[src/rtl/seg7_bcd_counter.sv]
// Multi-digit BCD up/down counter with prescaled tick, clear/load and wrap flag,
// driving a time-multiplexed seven-segment display (registered segments/digit_sel).
module seg7_bcd_counter #(
  parameter int DIGITS       = 4,
  parameter int PRESCALE     = 1000,
  parameter int SCAN_DIV     = 256,
  parameter bit COMMON_ANODE = 1'b0
) (
  input  logic                  clk,
  input  logic                  rst_n,
  input  logic                  run,
  input  logic                  up_dn,
  input  logic                  clear,
  input  logic                  load,
  input  logic [4*DIGITS-1:0]   load_val,
  output logic [4*DIGITS-1:0]   count,
  output logic                  wrap,
  output logic [6:0]            segments,
  output logic [DIGITS-1:0]     digit_sel
);

  localparam int PW = (PRESCALE > 1) ? $clog2(PRESCALE) : 1;
  localparam int SW = (SCAN_DIV > 1) ? $clog2(SCAN_DIV) : 1;
  localparam int IW = (DIGITS > 1) ? $clog2(DIGITS) : 1;
  localparam logic [PW-1:0] PRE_MAX  = PW'(PRESCALE - 1);
  localparam logic [SW-1:0] SCAN_MAX = SW'(SCAN_DIV - 1);
  localparam logic [IW-1:0] IDX_MAX  = IW'(DIGITS - 1);

  logic [PW-1:0]       presc_q;
  logic [4*DIGITS-1:0] count_q, count_d;
  logic                wrap_q, wrap_d;
  logic [SW-1:0]       scan_cnt_q;
  logic [IW-1:0]       scan_idx_q;
  logic [6:0]          seg_q;
  logic [DIGITS-1:0]   sel_q;
  logic                tick;
  logic [3:0]          dig;
  logic                carry;
  logic [3:0]          cur_digit;

  function automatic logic [6:0] seg7(input logic [3:0] d);
    case (d)
      4'd0:    seg7 = 7'h3F;
      4'd1:    seg7 = 7'h06;
      4'd2:    seg7 = 7'h5B;
      4'd3:    seg7 = 7'h4F;
      4'd4:    seg7 = 7'h66;
      4'd5:    seg7 = 7'h6D;
      4'd6:    seg7 = 7'h7D;
      4'd7:    seg7 = 7'h07;
      4'd8:    seg7 = 7'h7F;
      4'd9:    seg7 = 7'h6F;
      default: seg7 = 7'h00;
    endcase
  endfunction

  assign tick = run && (presc_q == PRE_MAX);

  // Ripple carry/borrow through all digits in one cycle; carry out of the top is the wrap.
  always_comb begin
    count_d = count_q;
    wrap_d  = 1'b0;
    dig     = 4'd0;
    carry   = 1'b0;
    if (clear) begin
      count_d = '0;
    end else if (load) begin
      for (int i = 0; i < DIGITS; i++) begin
        dig = load_val[4*i +: 4];
        count_d[4*i +: 4] = (dig > 4'd9) ? 4'd9 : dig;
      end
    end else if (tick) begin
      carry = 1'b1;
      for (int i = 0; i < DIGITS; i++) begin
        dig = count_q[4*i +: 4];
        if (carry) begin
          if (up_dn) begin
            if (dig == 4'd9) begin
              dig   = 4'd0;
              carry = 1'b1;
            end else begin
              dig   = dig + 4'd1;
              carry = 1'b0;
            end
          end else begin
            if (dig == 4'd0) begin
              dig   = 4'd9;
              carry = 1'b1;
            end else begin
              dig   = dig - 4'd1;
              carry = 1'b0;
            end
          end
        end
        count_d[4*i +: 4] = dig;
      end
      wrap_d = carry;
    end
  end

  always_comb begin
    cur_digit = 4'd0;
    for (int i = 0; i < DIGITS; i++) begin
      if (scan_idx_q == IW'(i)) cur_digit = count_q[4*i +: 4];
    end
  end

  always_ff @(posedge clk or negedge rst_n) begin
    if (!rst_n) begin
      presc_q <= '0;
      count_q <= '0;
      wrap_q  <= 1'b0;
    end else begin
      count_q <= count_d;
      wrap_q  <= wrap_d;
      if (clear || load) begin
        presc_q <= '0;
      end else if (run) begin
        presc_q <= (presc_q == PRE_MAX) ? '0 : presc_q + 1'b1;
      end
    end
  end

  // Scan runs free of run/clear/load; select and pattern come from the same index so they move together.
  always_ff @(posedge clk or negedge rst_n) begin
    if (!rst_n) begin
      scan_cnt_q <= '0;
      scan_idx_q <= '0;
      seg_q      <= 7'h3F;
      sel_q      <= DIGITS'(1);
    end else begin
      seg_q <= seg7(cur_digit);
      sel_q <= DIGITS'(1) << scan_idx_q;
      if (scan_cnt_q == SCAN_MAX) begin
        scan_cnt_q <= '0;
        scan_idx_q <= (scan_idx_q == IDX_MAX) ? '0 : scan_idx_q + 1'b1;
      end else begin
        scan_cnt_q <= scan_cnt_q + 1'b1;
      end
    end
  end

  assign count     = count_q;
  assign wrap      = wrap_q;
  assign segments  = COMMON_ANODE ? ~seg_q : seg_q;
  assign digit_sel = COMMON_ANODE ? ~sel_q : sel_q;

endmodule
[config.mk]
export PLATFORM = sky130hd
export DESIGN_NAME = seg7_bcd_counter
export DESIGN_NICKNAME = d
export VERILOG_FILES = /design/src/rtl/seg7_bcd_counter.sv
export SDC_FILE = /design/constraint.sdc
export NUM_CORES = 1
export LEC_CHECK = 0
export CORE_UTILIZATION = 50
export CTS_BUF_LIST = sky130_fd_sc_hd__clkbuf_4 sky130_fd_sc_hd__clkbuf_8
export CTS_CLUSTER_SIZE = 16
export DETAILED_ROUTE_END_ITERATION = 10
export PLACE_DENSITY = 0.74
export SYNTH_ARGS = -nofsm -noshare
export SYNTH_HDL_FRONTEND = slang
export SYNTH_SLANG_ARGS = --single-unit
[constraint.sdc]
create_clock -name clk -period 2.65 [get_ports clk]
set_input_delay 0.265 -clock clk [delete_from_list [all_inputs] [get_ports clk]]
set_output_delay 0.265 -clock clk [all_outputs]
set_load 0.01 [all_outputs]
==> results of run 1 <==
==> kinds of logic (layout without fill, tap and decap cells) <==
logic type               after synthesis  after routing  share of synthesized area (%)
AO/OA/AOI/OAI                        119            119                           23.8
buffers and inverters                 50            105                           5.75
XOR/XNOR                              15             15                           3.97
flip-flops                            48             48                           36.6
AND/OR/NAND/NOR                      121            121                           18.6
adder cells (fa/ha/maj)               24             24                           9.08
multiplexers                           7              7                           2.19
==> cells in the final DEF (no fill, tap or decap), drive strengths merged, types with 3 or more instances in the layout <==
| cell type | count |
|---|---|
| clkdlybuf4s50 | 48 |
| dfrtp | 41 |
| nand2 | 33 |
| nor2 | 33 |
| o21ai | 29 |
| a21oi | 29 |
| inv | 29 |
| ha | 24 |
| buf | 20 |
| nand3 | 11 |
| xnor2 | 8 |
| a31oi | 7 |
| xor2 | 7 |
| o31ai | 7 |
| dfstp | 7 |
| nor2b | 6 |
| clkbuf | 6 |
| a21o | 5 |
| mux2i | 5 |
| nand2b | 5 |
| nor3 | 5 |
| a22o | 5 |
| a311oi | 4 |
| and2 | 4 |
| nand4 | 4 |
| a211oi | 4 |
| a22oi | 4 |
| and3 | 3 |
| o2111ai | 3 |
| a221oi | 3 |
| or4 | 3 |
| o21bai | 3 |
| nor4 | 3 |
==> flip-flops by register name (all words and copies together), names as in the netlist <==
signal and flops:
segments 7, count 16, wrap 1, presc_q 10, digit_sel 4, scan_idx_q 2, scan_cnt_q 8
==> layout make-up <==
type	count	area [um^2]	area share (%)
sequential	48	1210	29.6
tap	77	96.3	2.36
clock buffer	6	76.3	1.87
timing repair buffer	68	628	15.4
inverter	29	109	2.66
multi-input combinational	286	1910	46.7
clock inverter	2	60.1	1.47
==> worst max-delay path by stage <==
| stage | start | to | depth (start not counted) | slack [ps] |
|---|---|---|---|---|
| after floorplan | count[8] | count[15] | 7 | 390 |
| after global placement | up_dn | count[15] | 7 | 240 |
| after detailed placement | up_dn | count[15] | 7 | 140 |
| after CTS | count[9] | count[15] | 7 | 300 |
| after global routing | count[9] | count[15] | 7 | 70 |
| final | count[9] | count[15] | 7 | 270 |
==> synth_stat cells (3+ instances only) <==
cell type,instances
inv_1,28
and3_1,3
nor2b_1,6
xnor2_1,8
a31oi_1,7
clkbuf_1,18
ha_1,24
a221oi_1,3
a211oi_1,4
a21oi_1,28
mux2i_1,5
o2111ai_1,3
nand2_1,33
a21o_1,5
xor2_1,7
o21ai_0,29
nand4_1,4
o21bai_1,3
or4_1,3
nand2b_1,5
o31ai_1,7
nor2_1,33
a22o_1,5
a311oi_1,4
nand3_1,11
a22oi_1,3
dfstp_2,7
dfrtp_1,41
and2_1,4
nor3_1,5
==> layer usage <==
| layer | global-route usage (%) | wire, um |
|---|---|---|
| met1 | 31.5 | 3610 |
| met3 | 3.68 | 435 |
| met5 | 0 | 0 |
| met4 | 7.37 | 141 |
| met2 | 42.0 | 4000 |
==> per-stage QoR <==
step	util, %	total power, mW	area (um^2)
2_1_floorplan	-	1.04	3310
3_3_place_gp	61.9	1.21	3950
3_5_place_dp	61.9	1.22	3950
4_1_cts	64.0	1.86	4090
5_1_grt	64.0	1.94	4090
6_report	64.0	1.85	4090
==> power by group through the flow <==
stage / Combinational (mW) / Clock [mW] / Sequential [mW]
2_1_floorplan: 0.210 / 0 / 0.825
3_3_place_gp: 0.395 / 0 / 0.815
3_5_place_dp: 0.403 / 0 / 0.816
4_1_cts: 0.407 / 0.652 / 0.802
5_1_grt: 0.450 / 0.682 / 0.808
6_report: 0.409 / 0.640 / 0.802
==> impl_metrics.csv, run 1 <==
group,metric,value,unit
die,core,6390,um^2
die,rows,29,
synth,synth_area_leaders,"dfrtp_1 (31%), ha_1 (9.1%), dfstp_2 (5.6%)",
power,p_clk_share,34.6,%
die,initial_core_util,51.8,%
power,p_comb_share,22.1,%
detailed_routing,drt_iter0_drc,251,
min_path,min_path_type,"primary input to async pin",
power,swShare,27.0,%
flow_run,maxCapViolations,0,
sta,fin_crit_sh,89.7,%
sta,slew_headroom,32.3,%
synth,synth-edff-count,0,
global_routing,grt_pass1_vias,2827,
setup_path,crit_family,"simple AND/OR/NAND/NOR gates",
detailed_routing,avgRoutedWirePerCell,15.9,um
detailed_routing,detail-route-antenna-nets,0,
placed_design,pre_cts_ws,142,ps
sta,max_freq,0.421,GHz
sta,rsz0062_at_grt,"false",
setup_path,regToRegSetupSlack,270,ps
global_routing,grt_max_degree,46,
global_routing,grtUsageTotal,24.3,%
setup_path,r2r_start,"count[9]",
power,p_per_area,453,nW/um^2
clocking,cts_tree,"done",
setup_path,ff2ff_path_depth,7,
clocking,cts_buffer_depth,2,
setup_path,critical_path_required,2860,ps
synth,yosysTopAreaCellShare,31.0,%
setup_path,cp_max_fo,6,
power,p_switching,0.501,mW
detailed_routing,drcViolationCount,0,
synth,ys_ff_latch,48,
global_routing,grt_pass1_wl,13800,um
clocking,tritoncts.num_buffers,5,
cells_and_area,diodes,0,
setup_path,slowest_stage,"or3b_2",
sta,setup_ws,273,ps
sta,hold_ws,121,ps
sta,setup_viol,0,
setup_path,cp_cell_sequence,"inv_1 -> ha_1 -> or3b_2 -> a21oi_1 -> nand4_1 -> a211o_1 -> a311oi_1",
sta,fin_worst_skew,11.1,ps
detailed_routing,routed_wl,8190,um
cells_and_area,syn2layout_area_growth,23.6,%
setup_path,rr_endpoint,"count[15]",
power,p_int,1.35,mW
global_routing,antenna_found_initial,0,
setup_path,cp.arrival,2590,ps
power,p_seq_share,43.3,%
clocking,path_clk_slew,100,ps
cells_and_area,drive_above_1_share,10.0,%
die,die_width,83.3,um
synth,avgSynthCellArea,8.62,um^2
sta,hold_viol_final,0,
clocking,htree_num_levels,2,
detailed_routing,viasPerCell,5.98,
synth,yosysWarningCount,0,
synth,synth_nets,430,
setup_path,max_stage_delay,460,ps
power,worst_ir_drop_vdd,343,uV
synth,yosysUniqueCellTypes,59,
run_status,status,"completed",
die,die_y,83.3,um
cells_and_area,n_fill_cell,545,
sta,finalSetupTns,0,ps
synth,ys.flop_type,"dfrtp_1",
synth,async_reset_ff_share,100,%
detailed_routing,firstDrtPassIters,6,
setup_path,start_kind,"flop",
synth,synth_top_area_cell,"dfrtp_1",
setup_path,path_buf_inv,1,
placed_design,hpwl,5890,um
clocking,cts_setup_buffers,0,
die,boundaryPins,50,
sta,drv_slew,0,
synth,syn_area,3310,um^2
cells_and_area,final_nets,484,
synth,ys_seq_area_share,36.6,%
sta,worstMarginPinSlew,1020,ps
clocking,cts_resized,0,
clocking,worstSkewPairLatency,310,ps
placed_design,dp_cells,508,
sta,fin_crit,2380,ps
detailed_routing,vias,3085,
clocking,clock-sinks,48,
power,p_leak,1.81,nW
global_routing,grt-ovfl-total,0,
placed_design,gp_congestion,0.910,
setup_path,worstSetupPathType,"flop to flop",
die,dieArea,6950,um^2
synth,synth_cells,384,
placed_design,port-buffer-count,49,
clocking,root_buffer,"clkbuf_8",
clocking,hold_buffers,0,
setup_path,endpoint_kind,"flop",
cells_and_area,final_cells,516,
(Power assumes the default switching activity.)
==> inputs of run 2 (changes only) <==
CORE_ASPECT_RATIO = 1.5   (was default)
SKIP_LAST_GASP = 1   (was default)
==> run 2 against run 1 <==
Clock-buffer cell count did not move. Clock power fell by 25%. Sequential power fell by 0.7%. Worst setup slack improved by 93 ps. First-iteration DRC count fell by 35%. Highest routed layer unchanged.
==> impl_metrics.csv, run 2 (synthesis results as in run 1) <==
group,metric,value,unit
cells_and_area,design_area,4080,um^2
power,p_total,1.69,mW
sta,fin_worst_skew,5.13,ps
cells_and_area,final_nets,488,
setup_path,endpoint_kind,"flop",
clocking,cts_buffer_depth,2,
global_routing,grtUsageTotal,24.4,%
detailed_routing,avgRoutedWirePerCell,15.1,um
sta,slew_headroom,30.2,%
placed_design,place_area,3980,um^2
flow_run,maxCapViolations,0,
detailed_routing,drcViolationCount,0,
sta,finalSetupTns,0,ps
detailed_routing,drt_iter0_drc,163,
setup_path,ff2ff_path_depth,8,
placed_design,pre_cts_ws,231,ps
detailed_routing,vias,3005,
setup_path,rr_endpoint,"count[12]",
die,die_width,68.4,um
global_routing,grt_max_degree,47,
cells_and_area,drive_above_1_share,10.8,%
cells_and_area,largest_reg_flops,16,
sta,hold_ws,130,ps
cells_and_area,final_cells,517,
detailed_routing,wl_met2,4190,um
setup_path,cp_max_fo,5,
clocking,hold_buffers,0,
cells_and_area,diodes,0,
sta,hold_viol_final,0,
clocking,root_buffer,"clkbuf_8",
placed_design,port-buffer-count,49,
placed_design,gp_congestion,0.948,
setup_path,slowest_stage,"or3b_2",
clocking,worstSkewPairLatency,310,ps
power,p_leak,1.80,nW
sta,fin_crit_sh,86.2,%
clocking,clock-sinks,48,
sta,worstMarginPinSlew,1050,ps
clocking,cts_setup_buffers,0,
global_routing,grt-ovfl-total,0,
global_routing,grt_pass1_vias,2907,
placed_design,dp_cells,509,
detailed_routing,detail-route-antenna-nets,0,
setup_path,regToRegSetupSlack,370,ps
clocking,path_clk_slew,90,ps
die,rows,35,
detailed_routing,routed_wl,7790,um
detailed_routing,top_layer,"met4",
clocking,tritoncts.num_buffers,5,
setup_path,critical_path_required,2860,ps
min_path,min_path_type,"primary input to async pin",
setup_path,start_kind,"flop",
detailed_routing,routed-wl-met3,262,um
cells_and_area,fin_util,65.1,%
cells_and_area,final_cell_mix,"clkdlybuf4s50_1 (48), dfrtp_1 (41), nand2_1 (33), nor2_1 (33), o21ai_0 (29)",
clocking,cts_resized,0,
placed_design,hpwl,5870,um
global_routing,grt_pass1_wl,13000,um
clocking,cts_tree,"done",
sta,setup_ws,365,ps
run_status,status,"completed",
global_routing,antenna_found_initial,0,
sta,max_freq,0.438,GHz
setup_path,worstSetupPathType,"flop to flop",
setup_path,cp.arrival,2500,ps
cells_and_area,syn2layout_area_growth,23.2,%
sta,rsz0062_at_grt,"false",
detailed_routing,viasPerCell,5.81,
die,boundaryPins,50,
setup_path,r2r_start,"count[9]",
die,initial_core_util,52.8,%
die,die_y,102,um
die,core,6260,um^2
die,dieArea,6950,um^2
detailed_routing,firstDrtPassIters,4,
sta,fin_crit,2280,ps
sta,setup_viol,0,
setup_path,cp_cell_sequence,"inv_1 -> ha_1 -> or3b_2 -> a21oi_1 -> nand4_1 -> buf_4 -> mux2i_1 -> a221oi_1",
detailed_routing,m1WireLength,3190,um
cells_and_area,final_common_cell,"clkdlybuf4s50_1",
power,p_per_area,414,nW/um^2
power,worst_ir_drop_vdd,242,uV
sta,drv_slew,0,
clocking,htree_num_levels,2,
setup_path,max_stage_delay,460,ps
run 2: where the power goes:
group          internal, mW  switching [mW]  leakage (nW)
logic                 0.200           0.215          1.14
registers             0.768          0.0278         0.618
clock network         0.212           0.266        0.0434
run 2: layout make-up:
cell class	instances	area, um^2
sequential	48	1210
timing repair buffer	72	658
tap	74	92.6
clock buffer	6	82.6
fill	552	2190
inverter	29	109
multi-input combinational	286	1910
clock inverter	2	15.0
run 2: worst max-delay path by stage:
| stage | from | end | slack (ps) | cells after the start |
|---|---|---|---|---|
| global route | count[9] | count[15] | 230 | 7 |
| global placement | up_dn | count[12] | 250 | 7 |
| finish | count[9] | count[12] | 370 | 8 |
| CTS | count[9] | count[12] | 370 | 8 |
| floorplan | count[8] | count[15] | 390 | 7 |
| detailed placement | up_dn | count[12] | 230 | 7 |
run 2: critical path, delay by kind of cell, from the launching register on:
family | cells | cell delay [ps]
AND/OR/NAND/NOR | 2 | 660
buffers and inverters | 2 | 350
adder cells (fa/ha/maj) | 1 | 260
multiplexers | 1 | 110
AO/OA/AOI/OAI | 2 | 410
flip-flops | 1 | 390
run 2: per-layer routing:
metal	global-route usage, %	up-vias
met4	8.97	0
met3	3.60	12
met2	45.1	80
met5	0	-
met1	26.9	1432
li1	-	1481
==> RTL change (flow settings as in run 2) <==
Change the parameter `DIGITS` from 4 to 2.
--- a/src/rtl/seg7_bcd_counter.sv
+++ b/src/rtl/seg7_bcd_counter.sv
@@ -3,3 +3,3 @@
 module seg7_bcd_counter #(
-  parameter int DIGITS       = 4,
+  parameter int DIGITS       = 2,
   parameter int PRESCALE     = 1000,
Ports: changed (resized count, digit_sel and load_val); port bits go from 50 to 32. No check against the original RTL was run, so the function may have changed too.
==> RTL change against run 2 <==
The run now ends with design-rule violations left; worst setup slack gained 250 ps; area after synthesis shrank 29%; sequential cell count shrank 11; combinational power shrank 36%; largest power group unchanged; wire length shrank 39%; sequential share of layout area grew 3.8 points; core utilization shrank 3.1 points; power shrank 21%; cell area shrank 32%.
==> RTL change: results <==
{
  "status": "complete, but fails checks",
  "failed_checks": "design-rule violations",
  "startpoint": "count[0]$_DFFE_PN0P_",
  "crit_fanout": 10,
  "drt_first_iter_violations": 64,
  "synth.net_count": 283,
  "grt_max_degree": 38,
  "leakagePower_nw": 1.15,
  "skew_ps": 4.19,
  "via_per_inst": 5.81,
  "ys_seq_area_share_pct": 39.9,
  "wl_per_cell_um": 14.4,
  "rrSetupSlack_ps": 610,
  "tightest_slew_ps": 812,
  "worstReg2RegStart": "count[0]$_DFFE_PN0P_",
  "drc_errors": 1,
  "cp.arrival_ps": 2210,
  "cts.reportedPaths.clkPinSlew_ps": 70,
  "grt_pass1_wl_um": 8300,
  "drtPass1Iterations": 9,
  "drive_above_1_share_pct": 11.6,
  "nNetsFinal": 312,
  "gp_congestion": 0.782,
  "insertion_delay_ps": 290,
  "port_buffers": 31,
  "grt_pass1_vias": 1893,
  "synth.area.top_cells": "dfrtp_1, ha_1, dfstp_2",
  "dp_hpwl_um": 3570,
  "netlist_top_cells_count": "dfrtp_1, nor2_1, nand2_1, o21ai_0, ha_1"
}
RTL change: cell type report:
type | count | area (sq um) | share of cell area [%]
sequential | 37 | 935 | 33.5
clock inverter | 1 | 5.00 | 0.179
tap | 48 | 60.1 | 2.15
timing repair buffer | 36 | 343 | 12.3
multi-input combinational | 189 | 1300 | 46.5
clock buffer | 7 | 96.3 | 3.45
inverter | 14 | 52.6 | 1.88
RTL change: stage by stage:
step	utilization (%)	cells	area [sq um]	worst slack, ps	hold slack [ps]
after floorplan	-	254	2340	826	-30.6
after global placement	59.7	324	2690	533	408
after detailed placement	59.7	324	2690	506	413
after CTS	61.9	332	2790	620	96.3
after global routing	61.9	332	2790	357	144
final	61.9	332	2790	615	61.7
RTL change: path summary, 6_finish.rpt:
path / to / cells after the start
max: count[4]$_DFFE_PN0P_ / 6
min: scan_cnt_q[6]$_DFF_PN0_ / 1
max reg2reg: count[4]$_DFFE_PN0P_ / 6
min reg2reg: scan_cnt_q[0]$_DFF_PN0_ / 1
max in group asynchronous: count[3]$_DFFE_PN0P_ / 1
min in group clk: scan_cnt_q[0]$_DFF_PN0_ / 1
RTL change: cells by family (layout without fill, tap and decap cells):
| logic type | Yosys count | after routing | share of synthesized area, % |
|---|---|---|---|
| adders and majority gates | 15 | 15 | 8.01 |
| muxes | 4 | 4 | 1.71 |
| xor gates and xnor gates | 13 | 13 | 4.86 |
| AOI/OAI and AO/OA | 63 | 63 | 18.5 |
| DFF | 37 | 37 | 39.9 |
| and+or+nand+nor | 94 | 94 | 22.4 |
| buffers and inverters | 28 | 58 | 4.70 |
RTL change: metal layers:
layer  track usage (%)  part of all wire, %
met1              24.1                   41
met2              38.3                   54
met3              4.37                  2.8
met4              9.52                  2.5
met5                 0                    0
RTL change: critical path, cell delays in order, from the launching register on:
cell and delay (ps):
dfrtp_1 520, inv_1 90, ha_1 280, nor3b_1 160, o21ai_1 430, a2111oi_0 140
a2111oi_0 280
RTL change: power breakdown:
| part | internal (mW) | switching, mW |
|---|---|---|
| clock network | 0.235 | 0.204 |
| logic | 0.133 | 0.131 |
| registers | 0.603 | 0.0301 |
